**src/rtl/xdff_pipe.sv**
```systemverilog
// xdff_pipe: WIDTH-bit, DEPTH-stage registered delay line.
// Every stage carries a valid flag next to its data word. The whole line
// can stall (en=0), be flushed (clr), be preset (S) or be reset (Rs_n).
// An occupancy counter tracks how many stages currently hold valid data.
// All outputs come straight from flops, so no input reaches an output
// in the same cycle.
module xdff_pipe #(
    parameter int              WIDTH   = 8,
    parameter int              DEPTH   = 4,
    parameter logic [WIDTH-1:0] SET_VAL = {WIDTH{1'b1}}
) (
    input  logic                         clk0,
    input  logic                         Rs_n,
    input  logic [WIDTH-1:0]             D0,
    input  logic                         vin,
    input  logic                         en,
    input  logic                         clr,
    input  logic                         S,
    output logic [WIDTH-1:0]             Q0,
    output logic                         vout,
    output logic [$clog2(DEPTH+1)-1:0]   cnt
);

    localparam int CW = $clog2(DEPTH + 1);

    // Stage storage: index 0 is the entry stage, DEPTH-1 drives the outputs.
    logic [WIDTH-1:0] data_r  [DEPTH];
    logic [WIDTH-1:0] data_s  [DEPTH];
    logic [DEPTH-1:0] valid_r;
    logic [DEPTH-1:0] valid_s;
    logic [CW-1:0]    cnt_r;
    logic [CW-1:0]    cnt_s;

    // Next-state selection: flush beats preset, preset beats advance, else hold.
    always_comb begin
        data_s  = data_r;
        valid_s = valid_r;
        cnt_s   = cnt_r;
        if (clr) begin
            for (int i = 0; i < DEPTH; i++) begin
                data_s[i] = {WIDTH{1'b0}};
            end
            valid_s = {DEPTH{1'b0}};
            cnt_s   = {CW{1'b0}};
        end else if (S) begin
            for (int i = 0; i < DEPTH; i++) begin
                data_s[i] = SET_VAL;
            end
            valid_s = {DEPTH{1'b1}};
            cnt_s   = CW'(DEPTH);
        end else if (en) begin
            // Data shifts regardless of valid so idle stages stay deterministic.
            data_s[0]  = D0;
            valid_s[0] = vin;
            for (int i = 1; i < DEPTH; i++) begin
                data_s[i]  = data_r[i-1];
                valid_s[i] = valid_r[i-1];
            end
            // One entry in, one entry out; both at once leaves the count alone.
            cnt_s = cnt_r + CW'(vin) - CW'(valid_r[DEPTH-1]);
        end else begin
            data_s  = data_r;
            valid_s = valid_r;
            cnt_s   = cnt_r;
        end
    end

    // State registers with synchronous active-low reset taking top priority.
    always_ff @(posedge clk0) begin
        if (!Rs_n) begin
            for (int i = 0; i < DEPTH; i++) begin
                data_r[i] <= {WIDTH{1'b0}};
            end
            valid_r <= {DEPTH{1'b0}};
            cnt_r   <= {CW{1'b0}};
        end else begin
            for (int i = 0; i < DEPTH; i++) begin
                data_r[i] <= data_s[i];
            end
            valid_r <= valid_s;
            cnt_r   <= cnt_s;
        end
    end

    assign Q0   = data_r[DEPTH-1];
    assign vout = valid_r[DEPTH-1];
    assign cnt  = cnt_r;

endmodule

```
**config.mk**
```make
export PLATFORM = sky130hd
export DESIGN_NAME = xdff_pipe
export DESIGN_NICKNAME = d
export VERILOG_FILES = /design/src/rtl/xdff_pipe.sv
export SDC_FILE = /design/constraint.sdc
export NUM_CORES = 1
export LEC_CHECK = 0
export ABC_AREA = 1
export CAP_MARGIN = 5
export CORE_ASPECT_RATIO = 0.8
export CORE_MARGIN = 3
export CORE_UTILIZATION = 45
export CTS_CLUSTER_DIAMETER = 80
export DETAILED_ROUTE_END_ITERATION = 8
export PLACE_DENSITY = 0.68
export SKIP_LAST_GASP = 1
export SYNTH_ARGS = -nofsm -noshare
export SYNTH_HDL_FRONTEND = slang
export SYNTH_SLANG_ARGS = --single-unit
```
**constraint.sdc**
```tcl
create_clock -name clk0 -period 2 [get_ports clk0]
set_clock_uncertainty 0.1 [all_clocks]
set_input_delay 0.5 -clock clk0 [delete_from_list [all_inputs] [get_ports clk0]]
set_output_delay 0.5 -clock clk0 [all_outputs]
set_load 0.005 [all_outputs]
```
==> run_results.csv, run 1 <==
group,metric,value,unit
run_status,status,"complete, no violations",
clocking,cts_post_setup_buffers_inserted,0,
clocking,clockBufferDepth,2,
clocking,post_cts_resized,0,
critical_path,ff2ff_setup_slack,0.26,ns
critical_path,critical_path.reg2reg.endpoint,"cnt[2]$_SDFFE_PP0P_",
sta,post-route-period-util,90.2,%
placed_design,place.gp.congestion,0.706,
sta,finalWorstPathRequiredPeriod,1.80,ns
cells_and_area,nNetsFinal,264,
clocking,root_buffer,"clkbuf_8",
detailed_routing,routed_via_density,4.74,
detailed_routing,first_pass_iters,4,
critical_path,sort_of_element_at_the_end_of_the_critical_path,"output pin",
critical_path,critical_path.startpoint_type,"register",
detailed_routing,drt_iter0_drc,59,
detailed_routing,dr_total_vias,1421,
cells_and_area,area.growth.synth_to_final,16.0,%
detailed_routing,routed_wl,3160,µm
sta,final-max-slew-violation-count,0,
power,max_ir_drop_vdd,0.000471,V
cells_and_area,filler_free_cell_count_of_the_finished_design,300,
floorplan,die_w,75.9,µm
clocking,tritoncts,"yes",
yosys,synth_top_family_by_area,"simple AND/OR/NAND/NOR gates",
hold_path,min_to,"Q0[7]$_SDFFE_PP0P_",
critical_path,reg2reg_from,"cnt[0]$_SDFFE_PP0P_",
critical_path,path_cells,"clkdlybuf4s50_1",
floorplan,core_area,3590,µm²
job,maxCapViolations,0,
yosys,post_synth.cell_area_avg,7.49,µm²
sta,timing.final.setup_violations,0,
placed_design,dp.cells,292,
critical_path,crit_slowest_cell,"clkdlybuf4s50_1",
detailed_routing,met2WireLength,1400,µm
clocking,htreeDepth,2,
yosys,yosysWarningCount,0,
yosys,mappedNetlistNets,252,
global_route,gr-total-overflow,0,
floorplan,placement_rows,19,
detailed_routing,detail_route.wl_per_cell,10.5,µm
power,power_density_over_cell_area,784,nW/µm²
yosys,synth-simple-area-share,24.1,%
power,total_power,1.60,mW
hold_path,hold_path.class,"reg -> reg",
critical_path,worst_path_bufs_invs,1,
placed_design,hpwl,2010,µm
detailed_routing,postRouteAntennaNets,0,
clocking,clk_transition_reported_paths,0.07,ns
clocking,numCtsBuffers,5,
sta,hold_viol,0,
yosys,seq_area_frac_synth,44.3,%
hold_path,min_path_cells,2,
placed_design,io_buffer_count,25,
sta,setup_tns,0,ns
power,leakage,0.928,nW
yosys,complex_gate_fraction_of_the_synthesized_area,12.5,%
critical_path,cpPeakStageDelay,0.52,ns
floorplan,dieArea,4700,µm²
critical_path,worst-setup-path-type,"reg -> out",
global_route,maximum_number_of_pins_on_one_net_before_global_route_repair,41,
cells_and_area,layout.area.seq,781,µm²
yosys,xor_xnor_portion_of_the_synthesized_cell_area,0,%
detailed_routing,wl_met1,1620,µm
critical_path,reg2regPathDepth,9,
sta,highest_clock_frequency_the_design_can_meet,554,MHz
hold_path,hold_path.startpoint,"Q0[7]$_SDFFE_PP0P_",
global_route,grt_antenna_before_repair,0,
yosys,yosys.area_share.adder,2.56,%
clocking,worst_skew_pair.late_latency,0.29,ns
critical_path,timing.critical_path.max_delay_family,"buffers and inverters",
global_route,first_pass_grt_wire_length,5290,µm
critical_path,crit_required,1.40,ns
critical_path,worstPathMaxFanout,5,
cells_and_area,insertedDiodeCount,0,
yosys,synth.ff_latch_count,39,
detailed_routing,met3_wirelength,116,µm
clocking,clock_sink_count,39,
critical_path,critPathArrivalTime,1.20,ns
detailed_routing,drc,0,
yosys,synthesis.instances,235,
cells_and_area,multi_input_area,689,µm²
sta,rsz_0062_raised_after_global_routing,"no",
yosys,synth_area,1760,µm²
cells_and_area,fill_cells,344,
placed_design,postPlaceCellArea,1940,µm²
global_route,global_route.usage.total,14.2,%
floorplan,start_util,49.0,%
cells_and_area,design_area,2040,µm²
clocking,quantity_of_hold_fixing_buffers_added_after_cts,0,
yosys,number_of_distinct_library_cells_after_synthesis,20,
global_route,vias_in_the_first_global_route,1204,
floorplan,design.portCount,26,
sta,worst-slew-pin-transition,0.374,ns
cells_and_area,post_route_cells_drive_above_1_share,6.85,%
detailed_routing,top_layer_used,"met4",
yosys,yosys-mux-area-fraction,0,%
floorplan,die-height,61.9,µm
sta,timing.slew.headroom,75.0,%
[per-stage QoR]
stage                     hold slack, ns  setup WS (ns)  util [%]
final                              0.365          0.195      56.9
after global routing               0.387         0.0829      56.9
after CTS                          0.368          0.179      56.9
after detailed placement           0.357        -0.0456      54.1
after global placement             0.353       -0.00881      54.1
after floorplan                    0.342          0.326         -
[layout by cell type (no fill, tap or decap)]
master / instances
buf_4: 1
clkbuf_1: 1
dfxtp_1: 39
buf_12: 2
clkbuf_8: 7
inv_2: 3
nor3_2: 1
ha_1: 2
nand3_1: 18
a21oi_1: 42
nand2_1: 71
o21ai_1: 1
fa_1: 1
nor2_1: 3
clkdlybuf4s50_1: 25
o21ai_0: 1
nor2_4: 1
nor2_8: 1
nor3_1: 1
nand3_2: 1
inv_1: 26
[routing by layer]
layer,up-vias,track usage (%)
li1,753,-
met1,645,17.9
met2,21,23.1
met3,2,5.91
met4,0,3.88
met5,-,0
[cell usage after synthesis]
cell,count,share of area (%)
buf_4,10,4.3
buf_8,1,0.85
buf_2,7,2.0
nor2_4,1,0.64
ha_1,2,1.4
inv_2,3,0.64
inv_1,26,5.5
nor2_1,3,0.64
o21ai_0,1,0.28
nand2_1,71,15
nor2_8,1,1.1
nand3_2,1,0.57
nand3_1,18,5.1
nor3_2,1,0.57
fa_1,1,1.1
nor3_1,1,0.28
buf_6,5,3.2
a21oi_1,42,12
o21ai_1,1,0.28
dfxtp_1,39,44
[worst max-delay path by stage]
stage          cells after the start  slack (ns)                   to                 from
2_1_floorplan                      9        0.33  cnt[2]$_SDFFE_PP0P_  cnt[0]$_SDFFE_PP0P_
3_3_place_gp                       7      -0.009  cnt[2]$_SDFFE_PP0P_                  vin
3_5_place_dp                       7       -0.05  cnt[2]$_SDFFE_PP0P_                  vin
4_1_cts                            1        0.18               cnt[2]  cnt[2]$_SDFFE_PP0P_
5_1_grt                            9        0.08  cnt[2]$_SDFFE_PP0P_  cnt[0]$_SDFFE_PP0P_
6_report                           1        0.20               cnt[2]  cnt[2]$_SDFFE_PP0P_
[registers in the layout, indices dropped and copies added (netlist names)]
register,cells
cnt,3
data_r,24
valid_r,4
Q0,8
[final cells by class]
type	count	share of cell area, %
Clock buffer	8	4.90
Inverter	29	5.33
Multi-Input combinational cell	144	33.8
Sequential cell	39	38.2
Tap cell	52	3.19
Timing Repair Buffer	28	14.6
[where the power goes]
| group | leakage (nW) | switching, mW | total (mW) | internal, mW |
|---|---|---|---|---|
| Sequential | 0.321 | 0.0192 | 0.834 | 0.815 |
| Clock | 0.0515 | 0.260 | 0.574 | 0.315 |
| Combinational | 0.556 | 0.101 | 0.192 | 0.0906 |
| Total | 0.928 | 0.380 | 1.60 | 1.22 |
[logic make-up (layout without fill, tap and decap cells)]
group / Yosys count / in the layout
compound gates: 44 / 44
buf+inv: 52 / 65
flops: 39 / 39
simple gates: 97 / 97
fa+ha+maj: 3 / 3
[worst register-to-register path: cells and delay by family (launching register included)]
kind                       cells  cell delay (ns)
and+or+nand+nor                2             0.16
adders and majority gates      3             0.82
buffers and inverters          3             0.16
AOI/OAI and AO/OA              1             0.06
DFF                            1             0.32
Power figures use the tool's default switching activity.
==> run 2: changes to the inputs <==
--- a/config.mk
+++ b/config.mk
@@ -9,10 +9,10 @@
 export CAP_MARGIN = 5
 export CORE_ASPECT_RATIO = 0.8
 export CORE_MARGIN = 3
-export CORE_UTILIZATION = 45
+export CORE_UTILIZATION = 38
 export CTS_CLUSTER_DIAMETER = 80
 export DETAILED_ROUTE_END_ITERATION = 8
-export PLACE_DENSITY = 0.68
+export PLACE_DENSITY = 0.59
 export SKIP_LAST_GASP = 1
 export SYNTH_ARGS = -nofsm -noshare
 export SYNTH_HDL_FRONTEND = slang
==> run 2 against run 1 <==
Net effect:
- sequential power barely moved
- design area rose by 1.0%
- core utilization down 9.0 points
- final cell count increased by 2.3%
- sequential share of layout area down 0.39 points
- routed wire length grew 1.4%
- power grew 0.24%
- largest cell class unchanged
- largest power group unchanged
==> run_results.csv, run 2 (same netlist as run 1, synthesis figures left out) <==
group,metric,value,unit
power,max_ir_drop_vdd,0.000286,V
hold_path,min_to,"Q0[7]$_SDFFE_PP0P_",
sta,finalWorstPathRequiredPeriod,1.81,ns
cells_and_area,commonest_cells_after_routing_fill_and_taps_aside,"nand2_1, a21oi_1, dfxtp_1, inv_1, clkdlybuf4s50_1",
floorplan,design.portCount,26,
clocking,tritoncts,"yes",
clocking,root_buffer,"clkbuf_8",
floorplan,dieArea,5490,µm²
detailed_routing,routed_via_density,4.47,
critical_path,timing.critical_path.max_delay_family,"buffers and inverters",
placed_design,dp.cells,299,
critical_path,crit_slowest_cell,"clkdlybuf4s50_1",
global_route,global_route.usage.total,13.2,%
critical_path,critical_path.startpoint_type,"register",
hold_path,hold_path.startpoint,"Q0[7]$_SDFFE_PP0P_",
clocking,numCtsBuffers,5,
sta,post-route-period-util,90.7,%
critical_path,reg2reg_from,"cnt[0]$_SDFFE_PP0P_",
critical_path,worstPathMaxFanout,5,
cells_and_area,post_route_cells_drive_above_1_share,7.60,%
clocking,quantity_of_hold_fixing_buffers_added_after_cts,0,
floorplan,core_area,4310,µm²
critical_path,critPathArrivalTime,1.21,ns
placed_design,place.gp.congestion,0.731,
global_route,gr-total-overflow,0,
job,maxCapViolations,0,
sta,timing.final.setup_violations,0,
clocking,clockBufferDepth,2,
sta,fin_hold_ws,0.363,ns
placed_design,hpwl,2030,µm
cells_and_area,nNetsFinal,266,
detailed_routing,first_pass_iters,4,
floorplan,start_util,40.9,%
cells_and_area,final_common_cell,"nand2_1",
power,total_power,1.60,mW
detailed_routing,detail_route.wl_per_cell,10.4,µm
critical_path,crit_required,1.40,ns
power,leakage,0.938,nW
clocking,cts_post_setup_buffers_inserted,0,
detailed_routing,dr_total_vias,1373,
cells_and_area,number_of_flip_flops_under_the_largest_register_name,24,
detailed_routing,routed_wl,3200,µm
critical_path,critical_path.reg2reg.endpoint,"cnt[2]$_SDFFE_PP0P_",
floorplan,placement_rows,21,
sta,timing.slew.headroom,75.3,%
cells_and_area,filler_free_cell_count_of_the_finished_design,307,
hold_path,min_path_cells,2,
sta,final-max-slew-violation-count,0,
detailed_routing,drc,0,
hold_path,hold_path.class,"reg -> reg",
detailed_routing,drt_iter0_drc,64,
global_route,first_pass_grt_wire_length,5520,µm
run_status,status,"complete, no violations",
power,power_density_over_cell_area,777,nW/µm²
critical_path,sort_of_element_at_the_end_of_the_critical_path,"output pin",
critical_path,ff2ff_setup_slack,0.26,ns
cells_and_area,register_name_with_the_most_flops,"data_r",
floorplan,die_w,82.1,µm
clocking,clk_transition_reported_paths,0.07,ns
global_route,grt_antenna_before_repair,0,
floorplan,die-height,66.9,µm
global_route,maximum_number_of_pins_on_one_net_before_global_route_repair,35,
critical_path,cpPeakStageDelay,0.53,ns
critical_path,worst_path_bufs_invs,1,
critical_path,reg2regPathDepth,9,
cells_and_area,area.growth.synth_to_final,17.2,%
cells_and_area,fill_cells,457,
critical_path,worst-setup-path-type,"reg -> out",
clocking,post_cts_resized,0,
sta,hold_viol,0,
clocking,htreeDepth,2,
detailed_routing,postRouteAntennaNets,0,
clocking,worst_skew_pair.late_latency,0.29,ns
sta,rsz_0062_raised_after_global_routing,"no",
clocking,clock_sink_count,39,
critical_path,path_cells,"clkdlybuf4s50_1",
placed_design,io_buffer_count,25,
global_route,vias_in_the_first_global_route,1243,
cells_and_area,insertedDiodeCount,0,
sta,highest_clock_frequency_the_design_can_meet,551,MHz
sta,worst-slew-pin-transition,0.370,ns
run 2: changes by cell type in the layout (fill, tap and decap cells not counted):
cell and delta:
buf_4 +2
run 2: worst max-delay path by stage:
| stage | from | cells after the start | to | slack, ns |
|---|---|---|---|---|
| floorplan | cnt[0]$_SDFFE_PP0P_ | 9 | cnt[2]$_SDFFE_PP0P_ | 0.33 |
| global placement | vin | 7 | cnt[2]$_SDFFE_PP0P_ | -0.007 |
| detailed placement | vin | 7 | cnt[2]$_SDFFE_PP0P_ | -0.05 |
| CTS | cnt[2]$_SDFFE_PP0P_ | 1 | cnt[2] | 0.17 |
| global route | cnt[2]$_SDFFE_PP0P_ | 1 | cnt[2] | 0.12 |
| finish | cnt[2]$_SDFFE_PP0P_ | 1 | cnt[2] | 0.19 |
run 2: layout make-up:
class,count,area (µm²),share of cell area [%]
repair buffers,30,313,15.2
well taps,57,71.3,3.46
inverters,29,109,5.28
clock buffers,8,100,4.85
flip-flops and latches,39,781,37.8
multi-input cells,144,689,33.4
run 2: power breakdown:
group          switching (mW)  internal [mW]
clock network           0.260          0.314
logic                   0.102         0.0934
registers              0.0192          0.815
run 2: layer usage:
layer / up-vias / global-route usage, % / routed length (µm)
met5: - / 0 / 0
met1: 594 / 16.8 / 1660
met3: 5 / 5.54 / 188
li1: 752 / - / -
met2: 22 / 20.0 / 1310
met4: 0 / 4.36 / 44
run 2: stage by stage:
step           setup slack (ns)  util, %  instance area [µm²]  TNS [ns]
4_1_cts                   0.170     47.9                 2060         0
6_report                  0.187     47.9                 2060         0
5_1_grt                   0.118     47.9                 2060         0
2_1_floorplan             0.326        -                 1760         0
3_3_place_gp           -0.00721     45.6                 1960  -0.00721
3_5_place_dp            -0.0508     45.6                 1960   -0.0624
